File: config.mk
export PLATFORM = sky130hd
export DESIGN_NAME = mem_port_arbiter
export DESIGN_NICKNAME = d
export VERILOG_FILES = /design/src/rtl/mem_port_arbiter.sv
export SDC_FILE = /design/constraint.sdc
export NUM_CORES = 1
export LEC_CHECK = 0
export CORE_UTILIZATION = 42
export CTS_CLUSTER_DIAMETER = 150
export CTS_CLUSTER_SIZE = 24
export DETAILED_ROUTE_END_ITERATION = 10
export PLACE_DENSITY = 0.81
export SLEW_MARGIN = 20
export SYNTH_ARGS = -nofsm -noshare
export SYNTH_HDL_FRONTEND = slang
export SYNTH_SLANG_ARGS = --single-unit
File: constraint.sdc
create_clock -name clk -period 1.81 [get_ports clk]
set_clock_uncertainty 0.05 [all_clocks]
set_input_delay 0.362 -clock clk [delete_from_list [all_inputs] [get_ports clk]]
set_output_delay 0.362 -clock clk [all_outputs]
set_load 0.01 [all_outputs]
File: src/rtl/mem_port_arbiter.sv
// Two-port memory arbiter: serialises CPU (port C) and DMA (port D) accesses
// onto one 15-bit address / 32-bit data memory port. Ties go to the CPU or
// alternate round-robin. A wait-state counter aborts accesses whose ready
// never arrives.
//
// state   | meaning
// --------+------------------------------------------------------------
// S_IDLE  | no access in flight; arbitrate c_req/d_req
// S_ISSUE | one-cycle mem_start (read) or mem_w (write) strobe
// S_WAIT  | wait for the ready matching the operation, or time out
// S_DONE  | one-cycle done pulse to the owner (plus bus_err on abort)
module mem_port_arbiter #(
  parameter int unsigned TIMEOUT  = 255,
  parameter bit          CPU_PRIO = 1'b0
) (
  input  logic        clk,
  input  logic        rst,
  input  logic        c_req,
  input  logic        c_w,
  input  logic [14:0] c_addr,
  input  logic [31:0] c_wdata,
  output logic [31:0] c_rdata,
  output logic        c_done,
  input  logic        d_req,
  input  logic        d_w,
  input  logic [14:0] d_addr,
  input  logic [31:0] d_wdata,
  output logic [31:0] d_rdata,
  output logic        d_done,
  output logic [14:0] mem_addr,
  output logic [31:0] mem_wdata,
  output logic        mem_w,
  output logic        mem_start,
  input  logic [31:0] mem_rdata,
  input  logic        mem_readrdy,
  input  logic        mem_saverdy,
  output logic        owner,
  output logic        busy,
  output logic        bus_err
);

  typedef enum logic [1:0] {S_IDLE, S_ISSUE, S_WAIT, S_DONE} state_t;

  // Abort fires in the WAIT cycle where the count reaches TIMEOUT, i.e. after
  // TIMEOUT wait cycles without the expected ready.
  localparam logic [7:0] CNT_LAST = 8'(TIMEOUT - 1);

  state_t      state_q, state_d;
  logic [7:0]  cnt_q, cnt_d;
  logic        w_q, w_d;
  logic        owner_q, owner_d;
  logic [14:0] mem_addr_q, mem_addr_d;
  logic [31:0] mem_wdata_q, mem_wdata_d;
  logic        mem_w_q, mem_w_d;
  logic        mem_start_q, mem_start_d;
  logic [31:0] c_rdata_q, c_rdata_d;
  logic [31:0] d_rdata_q, d_rdata_d;
  logic        c_done_q, c_done_d;
  logic        d_done_q, d_done_d;
  logic        busy_q, busy_d;
  logic        bus_err_q, bus_err_d;
  logic        grant;
  logic        rdy;

  // Next-state and registered-output computation for the arbiter FSM.
  always_comb begin
    state_d     = state_q;
    cnt_d       = cnt_q;
    w_d         = w_q;
    owner_d     = owner_q;
    mem_addr_d  = mem_addr_q;
    mem_wdata_d = mem_wdata_q;
    mem_w_d     = 1'b0;
    mem_start_d = 1'b0;
    c_rdata_d   = c_rdata_q;
    d_rdata_d   = d_rdata_q;
    c_done_d    = 1'b0;
    d_done_d    = 1'b0;
    bus_err_d   = 1'b0;
    grant       = 1'b0;
    rdy         = 1'b0;
    case (state_q)
      S_IDLE: begin
        if (c_req || d_req) begin
          if (c_req && d_req) grant = CPU_PRIO ? 1'b0 : ~owner_q;
          else                grant = d_req;
          owner_d     = grant;
          w_d         = grant ? d_w : c_w;
          mem_addr_d  = grant ? d_addr : c_addr;
          mem_wdata_d = grant ? d_wdata : c_wdata;
          mem_w_d     = w_d;
          mem_start_d = ~w_d;
          state_d     = S_ISSUE;
        end
      end
      S_ISSUE: begin
        cnt_d   = 8'd0;
        state_d = S_WAIT;
      end
      S_WAIT: begin
        rdy = w_q ? mem_saverdy : mem_readrdy;
        if (rdy) begin
          if (!w_q) begin
            if (owner_q) d_rdata_d = mem_rdata;
            else         c_rdata_d = mem_rdata;
          end
          c_done_d = ~owner_q;
          d_done_d = owner_q;
          state_d  = S_DONE;
        end else begin
          cnt_d = cnt_q + 8'd1;
          if (cnt_q == CNT_LAST) begin
            if (owner_q) d_rdata_d = 32'd0;
            else         c_rdata_d = 32'd0;
            c_done_d  = ~owner_q;
            d_done_d  = owner_q;
            bus_err_d = 1'b1;
            state_d   = S_DONE;
          end
        end
      end
      S_DONE: begin
        state_d = S_IDLE;
      end
      default: state_d = S_IDLE;
    endcase
    busy_d = (state_d != S_IDLE);
  end

  // State and output registers; reset drops any in-flight access silently.
  always_ff @(posedge clk) begin
    if (!rst) begin
      state_q     <= S_IDLE;
      cnt_q       <= 8'd0;
      w_q         <= 1'b0;
      owner_q     <= 1'b1;
      mem_addr_q  <= 15'd0;
      mem_wdata_q <= 32'd0;
      mem_w_q     <= 1'b0;
      mem_start_q <= 1'b0;
      c_rdata_q   <= 32'd0;
      d_rdata_q   <= 32'd0;
      c_done_q    <= 1'b0;
      d_done_q    <= 1'b0;
      busy_q      <= 1'b0;
      bus_err_q   <= 1'b0;
    end else begin
      state_q     <= state_d;
      cnt_q       <= cnt_d;
      w_q         <= w_d;
      owner_q     <= owner_d;
      mem_addr_q  <= mem_addr_d;
      mem_wdata_q <= mem_wdata_d;
      mem_w_q     <= mem_w_d;
      mem_start_q <= mem_start_d;
      c_rdata_q   <= c_rdata_d;
      d_rdata_q   <= d_rdata_d;
      c_done_q    <= c_done_d;
      d_done_q    <= d_done_d;
      busy_q      <= busy_d;
      bus_err_q   <= bus_err_d;
    end
  end

  assign mem_addr  = mem_addr_q;
  assign mem_wdata = mem_wdata_q;
  assign mem_w     = mem_w_q;
  assign mem_start = mem_start_q;
  assign c_rdata   = c_rdata_q;
  assign d_rdata   = d_rdata_q;
  assign c_done    = c_done_q;
  assign d_done    = d_done_q;
  assign owner     = owner_q;
  assign busy      = busy_q;
  assign bus_err   = bus_err_q;

endmodule
== After elaboration in Yosys (flattened, before gate mapping) ==
Index checks and enable logic that the tools add are counted.

* Add/sub/neg operators: 1
* Multiply operators: 0
* Div/mod/pow operators: 0
* Order comparisons: 0
* Equal/unequal tests: 6
* Shift operators: 0
* Muxes and demuxes: 28
* Bitwise gates (word level): 4
* Reduce and logical (&&, ||, !) cells: 13

{| class="wikitable"
|+ Operators by type and width
! kind !! number
|-
| $mux 32 || 11
|-
| $pmux 8 s2 || 1
|-
| $mux 15 || 1
|-
| $mux 1 || 10
|-
| $add 8x1->8 const B || 1
|-
| $eq 8x8->1 const B || 1
|-
| $mux 8 || 1
|-
| $pmux 2 s4 || 1
|-
| $reduce_and 4->1 || 2
|-
| $mux 2 || 3
|-
| $reduce_and 2->1 || 3
|-
| $reduce_bool 2->1 || 3
|-
| $eq 2x2->1 const B || 2
|-
| $ne 2x2->1 const B || 2
|-
| $not 1->1 || 4
|-
| $reduce_and 3->1 || 1
|-
| $reduce_or 3->1 || 1
|-
| $eq 2x1->1 const B || 1
|-
| $logic_not 2->1 || 1
|-
| $logic_and 1x1->1 || 1
|-
| $logic_or 1x1->1 || 1
|}

* Flip-flop bits (word level): 129
* Latch bits: 0
* Memory bits (writable): 0
* Bits in read-only memories: 0
* Output and inout port bits: 118
* Logic and storage cells: 66
* Memories kept: 0

== Depth between registers and ports, before layout ==
* Word-level depth: 6
* Mapped depth: 8
* Depth with buffers taken out: 5

== Least setup slack after synthesis ==
No wires, ideal clock.

* Path type: register -> register
* From: register state_q[0]
* To: register d_rdata_q[10], in the netlist d_rdata[10]
* Data arrival time: 1.460 ns
* Setup slack: 0.162 ns
* Cell stages (with the launch flop): 8
* Cell sequence: dfxtp_1 > inv_1 > ha_1 > buf_2 > a21bo_2 > nor2_1 > clkbuf_1 > a311oi_1

* Word-level cells in the longest chain between the ends: 2

{| class="wikitable"
|+ Ends and longest elaborated chain
! item !! RTL line !! RTL
|-
| start: declaration || 48 || <nowiki>state_t state_q, state_d;</nowiki>
|-
| start signal: assignment || 148 || <nowiki>state_q <= state_d;</nowiki>
|-
| $eq 2x2->1 || 82 || <nowiki>case (state_q)</nowiki>
|-
| $reduce_and 4->1 (no line) || n/a ||
|-
| end signal: assignment || 157 || <nowiki>d_rdata_q <= d_rdata_d;</nowiki>
|-
| end: declaration || 57 || <nowiki>logic [31:0] d_rdata_q, d_rdata_d;</nowiki>
|}

No other way between the ends.
A chain may end at the register's enable or synchronous reset.

== Worst setup path in the final report ==
* From: register d_rdata_q[4], in the netlist d_rdata[4]
* To: output d_rdata[4]

{| class="wikitable"
|+ RTL lines
! item !! RTL line !! RTL
|-
| end: declaration || 28 || <nowiki>output logic [31:0] d_rdata,</nowiki>
|}

No word-level cell between the ends.

==> run_summary.xml <==
<?xml version="1.0" encoding="UTF-8"?>
<metrics>
  <group name="clock_tree">
    <metric name="tritoncts_clock_tree" unit="">built</metric>
    <metric name="cts_num_sinks" unit="">129</metric>
    <metric name="cts_max_path_buffers" unit="">2</metric>
    <metric name="worstSkewPairLatency" unit="ps">420</metric>
    <metric name="clk_root_buffer_cell" unit="">sky130_fd_sc_hd__clkbuf_16</metric>
    <metric name="numCtsBuffers" unit="">17</metric>
    <metric name="clk_pin_slew_worst_paths" unit="ps">60</metric>
    <metric name="cts_max_level" unit="">4</metric>
    <metric name="total_of_hold_buffers_inserted_after_clock_tree_synthesis" unit="">0</metric>
  </group>
  <group name="timing">
    <metric name="period_share" unit="">0.9768</metric>
    <metric name="final-hold-violation-count" unit="">0</metric>
    <metric name="fmax" unit="MHz">565.6</metric>
    <metric name="final-setup-viol-count" unit="">0</metric>
    <metric name="postLayoutSetupSlackWorst" unit="ps">42.00</metric>
    <metric name="report.final.slew_viol_count" unit="">0</metric>
    <metric name="worst-slew-pin-transition" unit="ps">625.1</metric>
    <metric name="min_period" unit="ps">1768</metric>
    <metric name="slew_headroom" unit="">0.5827</metric>
    <metric name="fin_tns_setup" unit="ps">0</metric>
  </group>
  <group name="layout">
    <metric name="flow.area_growth_from_synthesis" unit="%">64.50</metric>
    <metric name="count_of_antenna_diodes_in_the_layout" unit="">0</metric>
    <metric name="drive_gt1_frac" unit="">0.1007</metric>
    <metric name="number_of_nets_in_the_finished_design" unit="">1000</metric>
    <metric name="final_cell_area" unit="um2">9143</metric>
    <metric name="final_util" unit="">0.7157</metric>
    <metric name="layout.filler_cells" unit="">893</metric>
  </group>
  <group name="placed_design">
    <metric name="buffer_ports.inserted" unit="">251</metric>
    <metric name="dp.final_hpwl" unit="um">12310</metric>
    <metric name="dpl_cell_area" unit="um2">8429</metric>
    <metric name="finalWeightedCongestion" unit="">0.8272</metric>
    <metric name="detailedPlace.worstSlack" unit="ps">-239.9</metric>
  </group>
  <group name="drt">
    <metric name="postRouteWirelength" unit="um">17620</metric>
    <metric name="post_drt_wl_per_cell" unit="um">16.85</metric>
    <metric name="drt-vias-per-instance" unit="">5.515</metric>
    <metric name="drt_drc_violations_left" unit="">0</metric>
    <metric name="ant_nets" unit="">0</metric>
    <metric name="vias" unit="">5769</metric>
    <metric name="dr.first_iter.drc_count" unit="">462</metric>
    <metric name="number_of_detailed_route_iterations_in_the_first_pass" unit="">5</metric>
  </group>
  <group name="synth">
    <metric name="ys_seq_elements" unit="">129</metric>
    <metric name="synth_largest_area_cell" unit="">sky130_fd_sc_hd__dfxtp_1</metric>
    <metric name="synth.top_cell.area_share" unit="">0.4647</metric>
    <metric name="net_count_synth" unit="">753</metric>
    <metric name="netlist_area" unit="um2">5558</metric>
    <metric name="post_synth_inst_count" unit="">614</metric>
    <metric name="yosys_most_used_dff" unit="">sky130_fd_sc_hd__dfxtp_1</metric>
    <metric name="postSynth.asyncResetShare" unit="">0</metric>
    <metric name="sequential_area_share_after_synthesis" unit="">0.4647</metric>
    <metric name="yosysUniqueCellTypes" unit="">42</metric>
    <metric name="ys_top_cells_by_area" unit="">sky130_fd_sc_hd__dfxtp_1 46%, sky130_fd_sc_hd__a21oi_1 11%, sky130_fd_sc_hd__a311oi_1 9.9%, sky130_fd_sc_hd__mux2i_1 9.2%, sky130_fd_sc_hd__nand2_1 4.9%</metric>
    <metric name="synth-warning-count" unit="">0</metric>
    <metric name="synth-edff-count" unit="">0</metric>
    <metric name="post_synth.cell_area_avg" unit="um2">9.052</metric>
  </group>
  <group name="pwr">
    <metric name="leakage_power" unit="nW">3.191</metric>
    <metric name="p_total" unit="mW">11.50</metric>
    <metric name="cellPowerDensity" unit="nW/um2">1258</metric>
    <metric name="vdd_drop_max" unit="V">0.0007421</metric>
  </group>
  <group name="setup_path">
    <metric name="start_kind" unit="">register</metric>
    <metric name="slowest_stage" unit="">sky130_fd_sc_hd__clkdlybuf4s50_1</metric>
    <metric name="critical_path.reg2reg.startpoint" unit="">state_q[0]</metric>
    <metric name="crit_path_cell_trace" unit="">clkdlybuf4s50_1</metric>
    <metric name="worst_r2r_endpoint" unit="">d_rdata[17]</metric>
    <metric name="r2r_slack" unit="ps">50</metric>
    <metric name="critPathMaxFanout" unit="">2</metric>
    <metric name="worst_path_dominant_cell_family" unit="">buffers and inverters</metric>
    <metric name="timing.critical_path.to_type" unit="">output pin</metric>
    <metric name="setup.worst_path.class" unit="">register to output pin</metric>
    <metric name="worst_r2r_path_depth" unit="">7</metric>
    <metric name="cp_num_buf_inv" unit="">1</metric>
    <metric name="arrival" unit="ps">1360</metric>
    <metric name="data_required_critical_path" unit="ps">1400</metric>
    <metric name="crit_path_largest_cell_delay" unit="ps">590</metric>
  </group>
  <group name="grt">
    <metric name="globalRouteTotalUtil" unit="">0.2499</metric>
    <metric name="grt_pass1_wl" unit="um">26090</metric>
    <metric name="grt_pass1_vias" unit="">5307</metric>
    <metric name="use_met2" unit="">0.4343</metric>
    <metric name="gr-usage-met3" unit="">0.06746</metric>
    <metric name="grt.busiest_layer" unit="">met2</metric>
    <metric name="groute.layer.met1.usage" unit="">0.2842</metric>
    <metric name="grt_start_max_net_pins" unit="">67</metric>
    <metric name="initial_antenna_violation_count" unit="">0</metric>
    <metric name="grt_remaining_overflow" unit="">0</metric>
  </group>
  <group name="floorplan">
    <metric name="core.rowCount" unit="">41</metric>
    <metric name="die_width" unit="um">117.0</metric>
    <metric name="initial_utilization" unit="">0.4351</metric>
    <metric name="coreArea" unit="um2">12770</metric>
    <metric name="die_h" unit="um">117.0</metric>
    <metric name="die_area" unit="um2">13700</metric>
    <metric name="top_level_ports" unit="">252</metric>
  </group>
  <group name="min_path">
    <metric name="worst_hold_path.endpoint" unit="">owner</metric>
    <metric name="min_path_cells" unit="">3</metric>
    <metric name="min_path_type" unit="">input port to register</metric>
    <metric name="min_delay_startpoint" unit="">rst</metric>
  </group>
  <group name="outcome">
    <metric name="run_status" unit="">finished, final reports clean</metric>
  </group>
  <group name="run">
    <metric name="drv.max_cap_violation_count" unit="">0</metric>
  </group>
</metrics>
## worst register-to-register path, stage by stage (launching register included)
cell and delay (ps):
sky130_fd_sc_hd__dfxtp_1 420, sky130_fd_sc_hd__inv_2 90, sky130_fd_sc_hd__ha_4 190, sky130_fd_sc_hd__and4b_2 290, sky130_fd_sc_hd__buf_4 160, sky130_fd_sc_hd__clkbuf_16 180, sky130_fd_sc_hd__a21oi_1 170, sky130_fd_sc_hd__a311oi_1 70
## flip-flops by register name, indices dropped and copies added, names as in the netlist
name	count
bus_err	1
owner	1
mem_start	1
c_rdata	32
d_rdata	32
d_done	1
busy	1
state_q	2
w_q	1
c_done	1
mem_wdata	32
cnt_q	8
mem_addr	15
mem_w	1
## worst max-delay path by stage
stage,cells past startpoint,startpoint,end
2_1_floorplan,7,state_q[0],d_rdata[10]
3_3_place_gp,6,d_req,mem_start
3_5_place_dp,6,d_req,mem_start
4_1_cts,1,mem_wdata[2],mem_wdata[2]
5_1_grt,7,state_q[0],d_rdata[6]
6_report,1,d_rdata[4],d_rdata[4]
## area by class of cell
class                           instances  area [um2]  area share
Tap cell                              172       215.2     0.02354
Sequential cell                       129        2585      0.2827
Inverter                                8       30.03    0.003285
Clock inverter                         10       148.9     0.01629
Clock buffer                           22       494.2     0.05406
Timing Repair Buffer                  290        2998      0.3279
Multi-Input combinational cell        415        2671      0.2922
## report_power, final
part	internal (mW)	total [mW]	switching, mW
sequential	3.40	3.73	0.327
combinational	2.04	4.09	2.05
clock	2.36	3.68	1.32
total	7.80	11.5	3.70
## layout by cell type (no fill, tap or decap), types with 5 or more instances in the layout
cell type	netlist	routed
sky130_fd_sc_hd__inv_1	7	6
sky130_fd_sc_hd__clkbuf_16	0	18
sky130_fd_sc_hd__dfxtp_1	129	127
sky130_fd_sc_hd__nand2_1	72	72
sky130_fd_sc_hd__buf_12	0	14
sky130_fd_sc_hd__nand3_1	7	7
sky130_fd_sc_hd__clkdlybuf4s50_1	0	248
sky130_fd_sc_hd__mux2i_1	51	51
sky130_fd_sc_hd__a311oi_1	63	62
sky130_fd_sc_hd__clkbuf_8	0	5
sky130_fd_sc_hd__a21oi_1	117	117
sky130_fd_sc_hd__o21ai_0	50	50
sky130_fd_sc_hd__buf_4	8	23
## routing by layer
metal  up-vias  wire length [um]
li1       2791                 -
met1      2682              6922
met2       270              8918
met3        26              1372
met4         0               406
met5         -                 0
## synthesized netlist by cell type, types with 3 or more instances
| cell | n |
|---|---|
| sky130_fd_sc_hd__dfxtp_1 | 129 |
| sky130_fd_sc_hd__a21oi_1 | 117 |
| sky130_fd_sc_hd__nand2_1 | 72 |
| sky130_fd_sc_hd__a311oi_1 | 63 |
| sky130_fd_sc_hd__mux2i_1 | 51 |
| sky130_fd_sc_hd__o21ai_0 | 50 |
| sky130_fd_sc_hd__clkbuf_1 | 26 |
| sky130_fd_sc_hd__buf_2 | 25 |
| sky130_fd_sc_hd__buf_4 | 8 |
| sky130_fd_sc_hd__inv_1 | 7 |
| sky130_fd_sc_hd__nand3_1 | 7 |
| sky130_fd_sc_hd__nor2_1 | 6 |
| sky130_fd_sc_hd__ha_1 | 5 |
| sky130_fd_sc_hd__a211oi_1 | 4 |
| sky130_fd_sc_hd__and3_1 | 4 |
| sky130_fd_sc_hd__nand2b_1 | 4 |
| sky130_fd_sc_hd__nor3_1 | 4 |
| sky130_fd_sc_hd__buf_6 | 3 |
## cell families after synthesis
family / count (synthesis) / synth area share
AO/OA/AOI/OAI: 249 / 0.2774
flip-flops: 129 / 0.4647
AND/OR/NAND/NOR: 109 / 0.08982
buffers and inverters: 70 / 0.06236
multiplexers: 52 / 0.09455
adder cells (fa/ha/maj): 5 / 0.01126
## per-stage QoR
| stage | instances | hold WS, ps |
|---|---|---|
| floorplan | 614 | 400.0 |
| global placement | 1011 | 410.5 |
| detailed placement | 1011 | 430.0 |
| CTS | 1043 | 363.2 |
| global route | 1046 | 383.7 |
| finish | 1046 | 377.7 |
## what timing repair did
item	in CTS	in global routing
buffers inserted	0	2
gates resized for setup	3	7
cloned	0	1
endpoints found under the setup margin	2	26
pin swaps	1	0
Power figures use the tool's default switching activity.
